--- src/rtl/palu_pipe.sv ---
// palu_pipe: three-stage (ID/EX/WB) ALU pipeline with a register file.
// Results written back are forwarded to the ID stage. A one-cycle
// interlock covers a consumer that directly follows its producer.
module palu_pipe #(
    parameter int WIDTH = 8,
    parameter int RAW   = 3
) (
    input  logic             clock,
    input  logic             reset_n,
    input  logic             in_valid,
    output logic             in_ready,
    input  logic [2:0]       opcode,
    input  logic [RAW-1:0]   src1,
    input  logic [RAW-1:0]   src2,
    input  logic [RAW-1:0]   dest,
    output logic             res_valid,
    output logic [WIDTH-1:0] res_data,
    output logic [RAW-1:0]   res_dest,
    output logic             res_zero,
    output logic             res_carry
);

    typedef enum logic [2:0] {
        OP_ADD  = 3'd0,
        OP_SUB  = 3'd1,
        OP_ONE  = 3'd2,
        OP_AND  = 3'd3,
        OP_NAND = 3'd4,
        OP_SRL  = 3'd5,
        OP_SRA  = 3'd6,
        OP_CPA  = 3'd7
    } opcode_e;

    localparam int NREG = 2**RAW;

    // Architectural register file
    logic [WIDTH-1:0] r_regFile [NREG];

    // EX stage registers
    logic [WIDTH-1:0] r_op1;
    logic [WIDTH-1:0] r_op2;
    opcode_e          r_opcodeEx;
    logic [RAW-1:0]   r_destEx;
    logic             r_validEx;

    // WB stage registers
    logic [WIDTH-1:0] r_aluOut;
    logic [RAW-1:0]   r_destWb;
    logic             r_carryWb;
    logic             r_validWb;

    // Combinational nets
    opcode_e          w_opcode;
    logic             w_uses1;
    logic             w_uses2;
    logic             w_hazard;
    logic             w_accept;
    logic [WIDTH-1:0] w_opnd1;
    logic [WIDTH-1:0] w_opnd2;
    logic [WIDTH:0]   w_sum;
    logic [WIDTH:0]   w_diff;
    logic [WIDTH-1:0] w_aluRes;
    logic             w_aluCarry;

    assign w_opcode = opcode_e'(opcode);

    // Decode which source registers the presented instruction actually reads
    always_comb begin
        w_uses1 = 1'b0;
        w_uses2 = 1'b0;
        case (w_opcode)
            OP_ADD, OP_SUB, OP_AND, OP_NAND: begin
                w_uses1 = 1'b1;
                w_uses2 = 1'b1;
            end
            OP_SRL, OP_SRA, OP_CPA: begin
                w_uses1 = 1'b1;
            end
            default: begin
                w_uses1 = 1'b0;
                w_uses2 = 1'b0;
            end
        endcase
    end

    // The only unresolvable hazard is a producer still in EX; WB is bypassed
    assign w_hazard = r_validEx &&
                      ((w_uses1 && (src1 == r_destEx)) ||
                       (w_uses2 && (src2 == r_destEx)));
    assign in_ready = !w_hazard;
    assign w_accept = in_valid && in_ready;

    // Operand fetch: WB bypass wins over the register file, including on the write edge
    always_comb begin
        w_opnd1 = r_regFile[src1];
        w_opnd2 = r_regFile[src2];
        if (r_validWb && (src1 == r_destWb)) begin
            w_opnd1 = r_aluOut;
        end
        if (r_validWb && (src2 == r_destWb)) begin
            w_opnd2 = r_aluOut;
        end
    end

    assign w_sum  = {1'b0, r_op1} + {1'b0, r_op2};
    assign w_diff = {1'b0, r_op1} - {1'b0, r_op2};

    // ALU: the extra top bit of sum/diff gives carry-out and borrow respectively
    always_comb begin
        w_aluRes   = '0;
        w_aluCarry = 1'b0;
        case (r_opcodeEx)
            OP_ADD: begin
                w_aluRes   = w_sum[WIDTH-1:0];
                w_aluCarry = w_sum[WIDTH];
            end
            OP_SUB: begin
                w_aluRes   = w_diff[WIDTH-1:0];
                w_aluCarry = w_diff[WIDTH];
            end
            OP_ONE:  w_aluRes = {{(WIDTH-1){1'b0}}, 1'b1};
            OP_AND:  w_aluRes = r_op1 & r_op2;
            OP_NAND: w_aluRes = ~(r_op1 & r_op2);
            OP_SRL:  w_aluRes = {1'b0, r_op1[WIDTH-1:1]};
            OP_SRA:  w_aluRes = {r_op1[WIDTH-1], r_op1[WIDTH-1:1]};
            OP_CPA:  w_aluRes = r_op1;
            default: w_aluRes = '0;
        endcase
    end

    // ID -> EX: capture operands on a transfer, otherwise insert a bubble
    always_ff @(posedge clock or negedge reset_n) begin
        if (!reset_n) begin
            r_op1      <= '0;
            r_op2      <= '0;
            r_opcodeEx <= OP_ADD;
            r_destEx   <= '0;
            r_validEx  <= 1'b0;
        end else if (w_accept) begin
            r_op1      <= w_opnd1;
            r_op2      <= w_opnd2;
            r_opcodeEx <= w_opcode;
            r_destEx   <= dest;
            r_validEx  <= 1'b1;
        end else begin
            r_validEx  <= 1'b0;
        end
    end

    // EX -> WB: result registers hold their last value across bubbles
    always_ff @(posedge clock or negedge reset_n) begin
        if (!reset_n) begin
            r_aluOut  <= '0;
            r_destWb  <= '0;
            r_carryWb <= 1'b0;
            r_validWb <= 1'b0;
        end else begin
            r_validWb <= r_validEx;
            if (r_validEx) begin
                r_aluOut  <= w_aluRes;
                r_destWb  <= r_destEx;
                r_carryWb <= w_aluCarry;
            end
        end
    end

    // Write-back: register 0 is an ordinary register
    always_ff @(posedge clock or negedge reset_n) begin
        if (!reset_n) begin
            for (int i = 0; i < NREG; i++) begin
                r_regFile[i] <= '0;
            end
        end else if (r_validWb) begin
            r_regFile[r_destWb] <= r_aluOut;
        end
    end

    // The zero flag is derived from the held result so it reads 1 straight out of reset
    assign res_valid = r_validWb;
    assign res_data  = r_aluOut;
    assign res_dest  = r_destWb;
    assign res_zero  = (r_aluOut == '0);
    assign res_carry = r_carryWb;

endmodule

--- config.mk ---
export PLATFORM = sky130hd
export DESIGN_NAME = palu_pipe
export DESIGN_NICKNAME = d
export VERILOG_FILES = /design/src/rtl/palu_pipe.sv
export SDC_FILE = /design/constraint.sdc
export NUM_CORES = 1
export LEC_CHECK = 0
export BUFFER_PORTS_ARGS = -buffer_cell sky130_fd_sc_hd__buf_2
export CORE_MARGIN = 5
export CORE_UTILIZATION = 62
export CTS_CLUSTER_DIAMETER = 120
export DETAILED_ROUTE_END_ITERATION = 16
export PLACE_DENSITY_LB_ADDON = 0.25
export SLEW_MARGIN = 20
export SYNTH_ARGS = -nofsm -noshare
export SYNTH_HDL_FRONTEND = slang
export SYNTH_SLANG_ARGS = --single-unit
--- constraint.sdc ---
create_clock -name clock -period 3.05 [get_ports clock]
set_clock_uncertainty 0.2 [all_clocks]
set_input_delay 0.61 -clock clock [delete_from_list [all_inputs] [get_ports clock]]
set_output_delay 0.61 -clock clock [all_outputs]
set_load 0.005 [all_outputs]
==> run_results.csv, run 1 <==
group,metric,value,unit
power,p_sw,2.501,mW
power,power_density,941.1,mW/mm2
drt,drt.antenna.violating_nets,0,
drt,num_vias,4340,
critical_path,cp_cell_sequence,"or4_1, nor2_1, buf_2",
synthesis,ys_ff_latch,100,
synthesis,synthArstFlopShare,100.0,%
critical_path,crit_type,"flop to output pin",
drt,drc,0,
floorplanning,core,0.009819,mm2
cts,postCtsSetupBuffers,0,
floorplanning,rows,36,
floorplanning,start_util,63.81,%
synthesis,synth_edf_count,0,
cts,ctsLongestPathBuffers,2,
power,pwr-share-seq,42.0,%
global_routing,track_usage,23.97,%
drt,drt_iter0_drc,357,
drt,drt-wirelength-per-cell,20.59,um
sta,post-route-min-period,2.672,ns
finish,final_util,67.56,%
sta,finalSetupViolations,0,
sta,post-route-period-util,87.60,%
cts,cts-hold-fix-buffers,0,
synthesis,syn_nets,567,
cts,cts_made_buffers,9,
placement,gp_congestion,0.9269,
sta,max_slew_margin,46.13,%
global_routing,grt_pass1_vias,4329,
synthesis,synthFlopType,"dfrtp_1",
floorplanning,io_pins,30,
critical_path,cp_slowest_cell,"or4_1",
cts,clk_pin_slew,0.10,ns
floorplanning,die_w,110.5,um
critical_path,path_delay_family,"simple AND/OR/NAND/NOR gates",
critical_path,crit_buf_inv,1,
power,power.internal,3.743,mW
synthesis,synth_area_leaders,"dfrtp_1 40%, mux2_2 11%, mux4_2 9.7%",
critical_path,crit_arrival,1.86,ns
cts,cts-htree-levels,3,
synthesis,seq_area_frac_synth,39.94,%
sta,hold_violations,0,
synthesis,synth_cells,534,
placement,io_buffers,29,
sta,tns,0,ns
floorplanning,dieArea,0.01222,mm2
critical_path,worstPathRequired,2.24,ns
drt,routed_wl,14170,um
cts,insertion_delay,0.37,ns
placement,place_area,0.006454,mm2
sta,fmax,374.3,MHz
finish,diodes,0,
placement,dp_hpwl,10320,um
drt,vias_per_cell,6.308,
finish,drive_above_1_share,29.55,%
synthesis,ys_types,64,
cts,cts-root-buf,"clkbuf_8",
critical_path,crit_path_end_kind,"output pin",
finish,multi_input_area,0.003445,mm2
outcome,outcome,"finished clean",
critical_path,rrSetupSlack,0.48,ns
finish,layout-area-overhead-vs-synth,5.871,%
sta,worst_slew_pin_slew,0.8081,ns
hold_path,hold_path.class,"primary input to async pin",
critical_path,max_stage_delay,0.65,ns
critical_path,path_depth,3,
critical_path,path_max_fanout,13,
sta,rsz0062_at_grt,"false",
floorplanning,die_y,110.5,um
critical_path,critical_path.startpoint,"res_data[6]",
sta,maxSlewViolCount,0,
cts,cts_tree,"done",
synthesis,synth_area_leader_cell,"dfrtp_1",
critical_path,r2r_end,"res_data[6]",
global_routing,grt-ovfl-total,0,
cts,cts.sinks,100,
drt,firstDrtPassIters,5,
cts,cts_resized,0,
finish,fin_nets,583,
synthesis,syn_area,0.006266,mm2
power,pwr-share-clk,12.9,%
power,comb_power_share,45.1,%
power,switching_share,40.06,%
synthesis,synth_top_area_share,39.94,%
power,leakage,2.928,nW
power,ir_drop,0.5399,mV
finish,post-route-cell-area,0.006634,mm2
job,cap_violations,0,
finish,nFillCells,767,
critical_path,reg2reg_from,"r_op2[0]",
critical_path,crit_path_end,"res_zero",
critical_path,reg2reg_depth,8,
critical_path,start_kind,"flop",
global_routing,grt_max_degree,64,
finish,regArea,0.002502,mm2
synthesis,synth_warnings,0,
synthesis,avgSynthCellArea,11.73,um2
global_routing,grt_pass1_wl,23600,um
global_routing,antenna_found_initial,0,
[stage by stage]
step | setup WS (ns) | power (mW) | hold slack (ns) | instances
floorplan | 0.6958 | 4.654 | 0.1144 | 534
global placement | 0.4764 | 5.280 | 0.2777 | 672
detailed placement | 0.4319 | 5.431 | 0.2865 | 672
CTS | 0.3657 | 6.234 | 0.1360 | 688
global route | 0.3053 | 6.723 | 0.1742 | 688
finish | 0.3781 | 6.243 | 0.1148 | 688
[cell type report]
cell class / instances / area share, %
Tap cell: 133 / 2.508
Inverter: 20 / 1.132
Clock buffer: 10 / 1.924
Multi-Input combinational cell: 376 / 51.92
Sequential cell: 100 / 37.72
Timing Repair Buffer: 43 / 3.998
Clock inverter: 6 / 0.7922
[how the worst min path moves through the flow]
stage	start	end	cells past startpoint	slack, ns
after floorplan	reset_n	r_destEx[0]	0	0.11
after global placement	r_regFile[10]	r_regFile[10]	2	0.28
after detailed placement	r_regFile[10]	r_regFile[10]	2	0.29
after CTS	reset_n	r_regFile[49]	1	0.14
after global routing	reset_n	r_regFile[49]	1	0.17
final	reset_n	r_regFile[49]	1	0.11
[state kept, by name, summed over array words and instances (netlist names)]
signal,count
res_carry,1
res_dest,3
r_op1,8
r_regFile,64
r_op2,8
res_valid,1
r_validEx,1
r_destEx,3
r_opcodeEx,3
res_data,8
[power by group through the flow]
stage | Sequential, mW | Clock, mW | Combinational [mW]
3_3_place_gp | 2.56 | 0 | 2.72
5_1_grt | 2.71 | 0.876 | 3.14
2_1_floorplan | 2.29 | 0 | 2.37
6_report | 2.62 | 0.803 | 2.82
4_1_cts | 2.60 | 0.814 | 2.82
3_5_place_dp | 2.63 | 0 | 2.81
[Yosys cell counts, types with 2 or more instances]
cell type,instances
inv_1,20
mux2_4,9
mux4_1,5
a221o_1,2
clkbuf_1,14
buf_2,11
nand4_1,6
mux2_2,62
buf_4,5
o21a_1,2
nor2b_1,7
nand4b_1,3
dfrtp_1,100
xor2_1,4
xnor2_1,10
a21oi_1,25
nor3_1,2
nor3b_2,2
nor2_1,29
fa_1,2
a22oi_1,3
or4_1,2
a221oi_1,4
nor3_2,3
nand3b_1,2
nand2_1,34
nand3_1,5
nand2b_1,5
o22ai_1,3
mux2i_1,32
o211ai_1,5
ha_1,16
buf_6,7
o21ai_0,35
o21bai_1,2
or3_1,2
mux4_2,27
[routing by layer]
layer	global-route usage [%]	vias up	routed length [um]
li1	-	2008	-
met1	32.95	2184	6057
met2	39.44	119	7137
met3	2.899	29	564
met4	8.539	0	406
met5	0	-	0
[cell usage in the layout (no fill, tap or decap), types with 2 or more instances in the layout]
master,n
or4_1,2
nand4_1,6
o21ai_0,35
o21a_1,2
or3_1,2
dfrtp_1,100
nand4b_1,3
buf_2,28
mux2_4,9
buf_4,14
mux4_2,27
a22oi_1,3
nor3b_2,2
o211ai_1,5
nand2b_1,5
nor2_1,29
nand3b_1,2
fa_1,2
mux2_2,62
ha_1,16
inv_1,20
nor3_1,2
a221o_1,2
o22ai_1,3
nor3_2,3
inv_6,3
clkbuf_8,9
clkinvlp_4,2
nor2b_1,7
xor2_1,4
nand3_1,5
o21bai_1,2
mux2i_1,32
mux4_1,5
nand2_1,34
xnor2_1,10
a221oi_1,4
a21oi_1,25
[cell families after synthesis]
| group | synth area share, % |
|---|---|
| simple gates | 8.926 |
| buf+inv | 5.092 |
| xor+xnor | 1.957 |
| flops | 39.94 |
| compound gates | 10.04 |
| fa+ha+maj | 3.834 |
| mux | 30.21 |
Power figures use the tool's default switching activity.
==> inputs of run 2 (changes only) <==
--- a/config.mk
+++ b/config.mk
@@ -6,6 +6,7 @@
 export NUM_CORES = 1
 export LEC_CHECK = 0
 export BUFFER_PORTS_ARGS = -buffer_cell sky130_fd_sc_hd__buf_2
+export CORE_ASPECT_RATIO = 0.75
 export CORE_MARGIN = 5
 export CORE_UTILIZATION = 62
 export CTS_CLUSTER_DIAMETER = 120
==> run 2 against run 1 <==
Against the previous run:
- die area is 0.17% higher
- register-to-register slack got worse by 0.08 ns
- power grew 6.4%
- critical path depth grew 5
- critical path type is now flop to flop
- largest cell class unchanged
==> run_results.csv, run 2 (synthesized netlist as in run 1, its figures left out) <==
group,metric,value,unit
outcome,outcome,"finished clean",
sta,finalSetupViolations,0,
finish,layout-area-overhead-vs-synth,8.047,%
critical_path,reg2reg_depth,8,
sta,post-route-min-period,2.648,ns
placement,dp_hpwl,10710,um
cts,ctsLongestPathBuffers,2,
power,leakage,3.004,nW
cts,clk_pin_slew,0.07,ns
drt,drt_iter0_drc,325,
placement,io_buffers,29,
job,cap_violations,0,
sta,tns,0,ns
placement,gp_congestion,0.8967,
global_routing,grt_pass1_vias,4624,
placement,dp.cells,674,
global_routing,track_usage,25.90,%
floorplanning,rows,31,
cts,cts_made_buffers,9,
floorplanning,core,0.009774,mm2
critical_path,reg2reg_from,"r_op2[0]",
floorplanning,start_util,64.11,%
drt,firstDrtPassIters,5,
power,ir_drop,0.4479,mV
global_routing,grt-ovfl-total,0,
global_routing,grt_max_degree,64,
cts,cts_tree,"done",
cts,cts-hold-fix-buffers,0,
drt,routed_wl,15260,um
critical_path,crit_path_end,"res_data[6]",
global_routing,antenna_found_initial,0,
drt,drt-wirelength-per-cell,22.12,um
sta,fmax,377.6,MHz
power,power_density,980.8,mW/mm2
finish,nFillCells,738,
drt,drc,0,
power,finalPower,6.640,mW
cts,cts.sinks,100,
cts,postCtsSetupBuffers,0,
finish,multi_input_area,0.003445,mm2
finish,layout_common_cells,"100 x dfrtp_1, 62 x mux2_2, 35 x o21ai_0",
critical_path,critical_path.startpoint,"r_op2[0]",
hold_path,hold_path.class,"primary input to async pin",
cts,cts_resized,0,
critical_path,crit_type,"flop to flop",
floorplanning,die_w,126.1,um
critical_path,r2r_end,"res_data[6]",
drt,drt.antenna.violating_nets,0,
critical_path,path_max_fanout,4,
sta,maxSlewViolCount,0,
finish,diodes,0,
finish,layout.cells.non_filler,690,
drt,num_vias,4486,
cts,cts-htree-levels,3,
cts,insertion_delay,0.35,ns
finish,regMostFlops,"r_regFile",
floorplanning,die_y,97.06,um
sta,hold_violations,0,
critical_path,start_kind,"flop",
drt,vias_per_cell,6.501,
finish,largest_register_ffs,64,
finish,final_common_cell,"dfrtp_1",
sta,worst_slew_pin_slew,0.7886,ns
finish,regArea,0.002502,mm2
finish,drive_above_1_share,30.11,%
critical_path,worstPathRequired,3.05,ns
critical_path,rrSetupSlack,0.40,ns
sta,post-route-period-util,86.83,%
finish,fin_nets,586,
floorplanning,io_pins,30,
sta,max_slew_margin,47.14,%
critical_path,crit_path_end_kind,"flop",
cts,cts-root-buf,"clkbuf_16",
floorplanning,dieArea,0.01224,mm2
global_routing,grt_pass1_wl,25120,um
sta,rsz0062_at_grt,"false",
critical_path,crit_arrival,2.65,ns
==> run 2: per-stage QoR <==
stage | util, % | setup WS (ns) | area (um2) | hold WS, ns
2_1_floorplan | - | 0.6958 | 6266 | 0.1144
3_3_place_gp | 66.24 | 0.4290 | 6475 | 0.2773
3_5_place_dp | 66.24 | 0.3879 | 6475 | 0.2946
4_1_cts | 69.27 | 0.4221 | 6770 | 0.04136
5_1_grt | 69.27 | 0.3022 | 6770 | 0.07045
6_report | 69.27 | 0.4017 | 6770 | 0.04084
==> run 2: per-layer routing <==
layer	part of all wire, %	track usage (%)	vias up
met2	46	37.92	161
met3	7.3	6.209	22
li1	-	-	2015
met4	1.9	7.502	0
met5	0	0	-
met1	45	38.60	2288
==> run 2: worst max-delay path, stage by stage, from the launching register on <==
cell and delay [ns]:
dfrtp_1 0.41, ha_1 0.26, fa_1 0.42, nand2b_1 0.10
a21oi_1 0.10, or2_1 0.28, a221o_1 0.36, a211oi_1 0.25
a221oi_1 0.11
==> run 2: worst min path at each step <==
stage | slack (ns) | to | start
CTS | 0.04 | res_carry | reset_n
floorplan | 0.11 | r_destEx[0] | reset_n
global route | 0.07 | r_opcodeEx[1] | reset_n
detailed placement | 0.29 | r_regFile[1] | r_regFile[1]
global placement | 0.28 | r_regFile[18] | r_regFile[18]
finish | 0.04 | res_data[7] | reset_n
==> run 2: final cells by class <==
type / instances / share of cell area [%]
multi-input cells: 376 / 50.88
flip-flops and latches: 100 / 36.96
repair buffers: 46 / 4.251
clock buffers: 9 / 3.327
inverters: 20 / 1.109
clock inverters: 7 / 1.035
well taps: 132 / 2.439
==> run 2: power breakdown <==
| part | total, mW | internal [mW] | switching [mW] | leakage (nW) |
|---|---|---|---|---|
| sequential | 2.59 | 1.92 | 0.670 | 1.22 |
| clock | 1.12 | 0.577 | 0.548 | 0.147 |
| combinational | 2.92 | 1.53 | 1.39 | 1.64 |
==> inputs of run 3 (changes only) <==
--- a/config.mk
+++ b/config.mk
@@ -12,6 +12,7 @@
 export CTS_CLUSTER_DIAMETER = 120
 export DETAILED_ROUTE_END_ITERATION = 16
 export PLACE_DENSITY_LB_ADDON = 0.25
+export RECOVER_POWER = 25
 export SLEW_MARGIN = 20
 export SYNTH_ARGS = -nofsm -noshare
 export SYNTH_HDL_FRONTEND = slang
==> run 3 against run 2 <==
Against the previous run:
- the run now ends with capacitance limit, slew limit left
- design area is 0.11% lower
- hold slack better by 0.26 ns
- global-route usage stayed put
- largest cell class unchanged
==> run_results.csv, run 3 (synthesized netlist as in run 1, its figures left out) <==
group,metric,value,unit
cts,cts_made_buffers,9,
floorplanning,io_pins,30,
sta,whs,0.2994,ns
critical_path,crit_path_end_kind,"flop",
placement,dp_hpwl,10710,um
drt,drt-wirelength-per-cell,22.14,um
finish,largest_register_ffs,64,
critical_path,start_kind,"flop",
drt,firstDrtPassIters,5,
drt,vias_per_cell,6.504,
cts,clk_pin_slew,0.07,ns
sta,maxSlewViolCount,38,
finish,multi_input_area,0.003445,mm2
cts,cts-htree-levels,3,
floorplanning,die_w,126.1,um
critical_path,reg2reg_depth,8,
sta,post-route-min-period,2.649,ns
power,ir_drop,0.4477,mV
cts,cts_tree,"done",
global_routing,track_usage,25.90,%
sta,rsz0062_at_grt,"false",
floorplanning,start_util,64.11,%
outcome,outcome,"complete, but fails checks",
cts,postCtsSetupBuffers,0,
global_routing,grt-ovfl-total,0,
critical_path,rrSetupSlack,0.40,ns
finish,layout_common_cells,"100 x dfrtp_1, 62 x mux2_2, 35 x o21ai_0",
sta,hold_violations,0,
cts,cts.sinks,100,
sta,max_slew_margin,-50.38,%
power,power_density,981.2,mW/mm2
hold_path,hp-start,"dest[1]",
placement,io_buffers,29,
sta,finalSetupViolations,0,
global_routing,antenna_found_initial,0,
cts,insertion_delay,0.35,ns
cts,cts_resized,0,
drt,drc,0,
sta,tns,0,ns
global_routing,grt_pass1_wl,25120,um
sta,post-route-period-util,86.84,%
finish,diodes,0,
critical_path,critical_path.startpoint,"r_op2[0]",
drt,num_vias,4488,
cts,cts-root-buf,"clkbuf_16",
drt,drt_iter0_drc,326,
power,leakage,2.997,nW
floorplanning,die_y,97.06,um
finish,layout-area-overhead-vs-synth,7.927,%
finish,drive_above_1_share,29.75,%
job,cap_violations,1,
critical_path,crit_path_end,"res_data[6]",
critical_path,reg2reg_from,"r_op2[0]",
floorplanning,core,0.009774,mm2
critical_path,crit_arrival,2.65,ns
critical_path,path_max_fanout,4,
floorplanning,rows,31,
critical_path,worstPathRequired,3.05,ns
cts,ctsLongestPathBuffers,2,
sta,worst_slew_pin_slew,2.256,ns
finish,regMostFlops,"r_regFile",
hold_path,hold_path.class,"primary input to flop",
outcome,violations,"capacitance limit, slew limit",
floorplanning,dieArea,0.01224,mm2
finish,regArea,0.002502,mm2
finish,final_common_cell,"dfrtp_1",
sta,fmax,377.6,MHz
finish,fin_nets,586,
finish,nFillCells,739,
drt,drt.antenna.violating_nets,0,
cts,cts-hold-fix-buffers,0,
critical_path,crit_type,"flop to flop",
global_routing,grt_pass1_vias,4624,
global_routing,grt_max_degree,64,
drt,routed_wl,15280,um
critical_path,r2r_end,"res_data[6]",
placement,gp_congestion,0.8967,
run 3: changes by cell type in the layout (fill, tap and decap cells not counted):
cell and change:
clkbuf_1 +2, buf_4 -2
run 3: where the power goes:
part           internal (mW)  total, mW  leakage, nW  switching [mW]
clock                  0.576       1.12        0.147           0.546
combinational           1.53       2.92         1.63            1.39
sequential              1.92       2.59         1.22           0.669
run 3: metal layers:
metal / part of all wire (%) / global-route usage [%] / vias to the layer above
met5: 0 / 0 / -
met4: 1.8 / 7.502 / 0
met3: 7.3 / 6.209 / 21
met2: 46 / 37.92 / 170
met1: 45 / 38.60 / 2282
li1: - / - / 2015
run 3: through the flow:
step                util, %  setup WS (ns)  std cells  total power, mW  instance area [um2]
CTS                   69.27         0.4221        690            6.630                 6770
detailed placement    66.24         0.3879        674            5.477                 6475
global route          69.19         0.1872        690            7.089                 6763
finish                69.19         0.4014        690            6.636                 6763
global placement      66.24         0.4290        674            5.318                 6475
floorplan                 -         0.6958        534            4.654                 6266
run 3: layout make-up:
class                      count  area share (%)
sequential                   100           37.00
timing repair buffer          46           4.144
clock buffer                   9           3.330
clock inverter                 7           1.036
inverter                      20           1.110
multi-input combinational    376           50.93
tap                          132           2.442
run 3: how the worst min path moves through the flow:
stage	slack [ns]	cells after the start	end
3_5_place_dp	0.29	2	r_regFile[1]
4_1_cts	0.04	1	res_carry
3_3_place_gp	0.28	2	r_regFile[18]
2_1_floorplan	0.11	0	r_destEx[0]
5_1_grt	0.29	2	r_destEx[1]
6_report	0.30	2	r_destEx[1]
run 3: critical path, stage by stage, from the launching register on:
cell,delay [ns]
dfrtp_1,0.41
ha_1,0.26
fa_1,0.42
nand2b_1,0.10
a21oi_1,0.10
or2_1,0.28
a221o_1,0.36
a211oi_1,0.25
a221oi_1,0.12
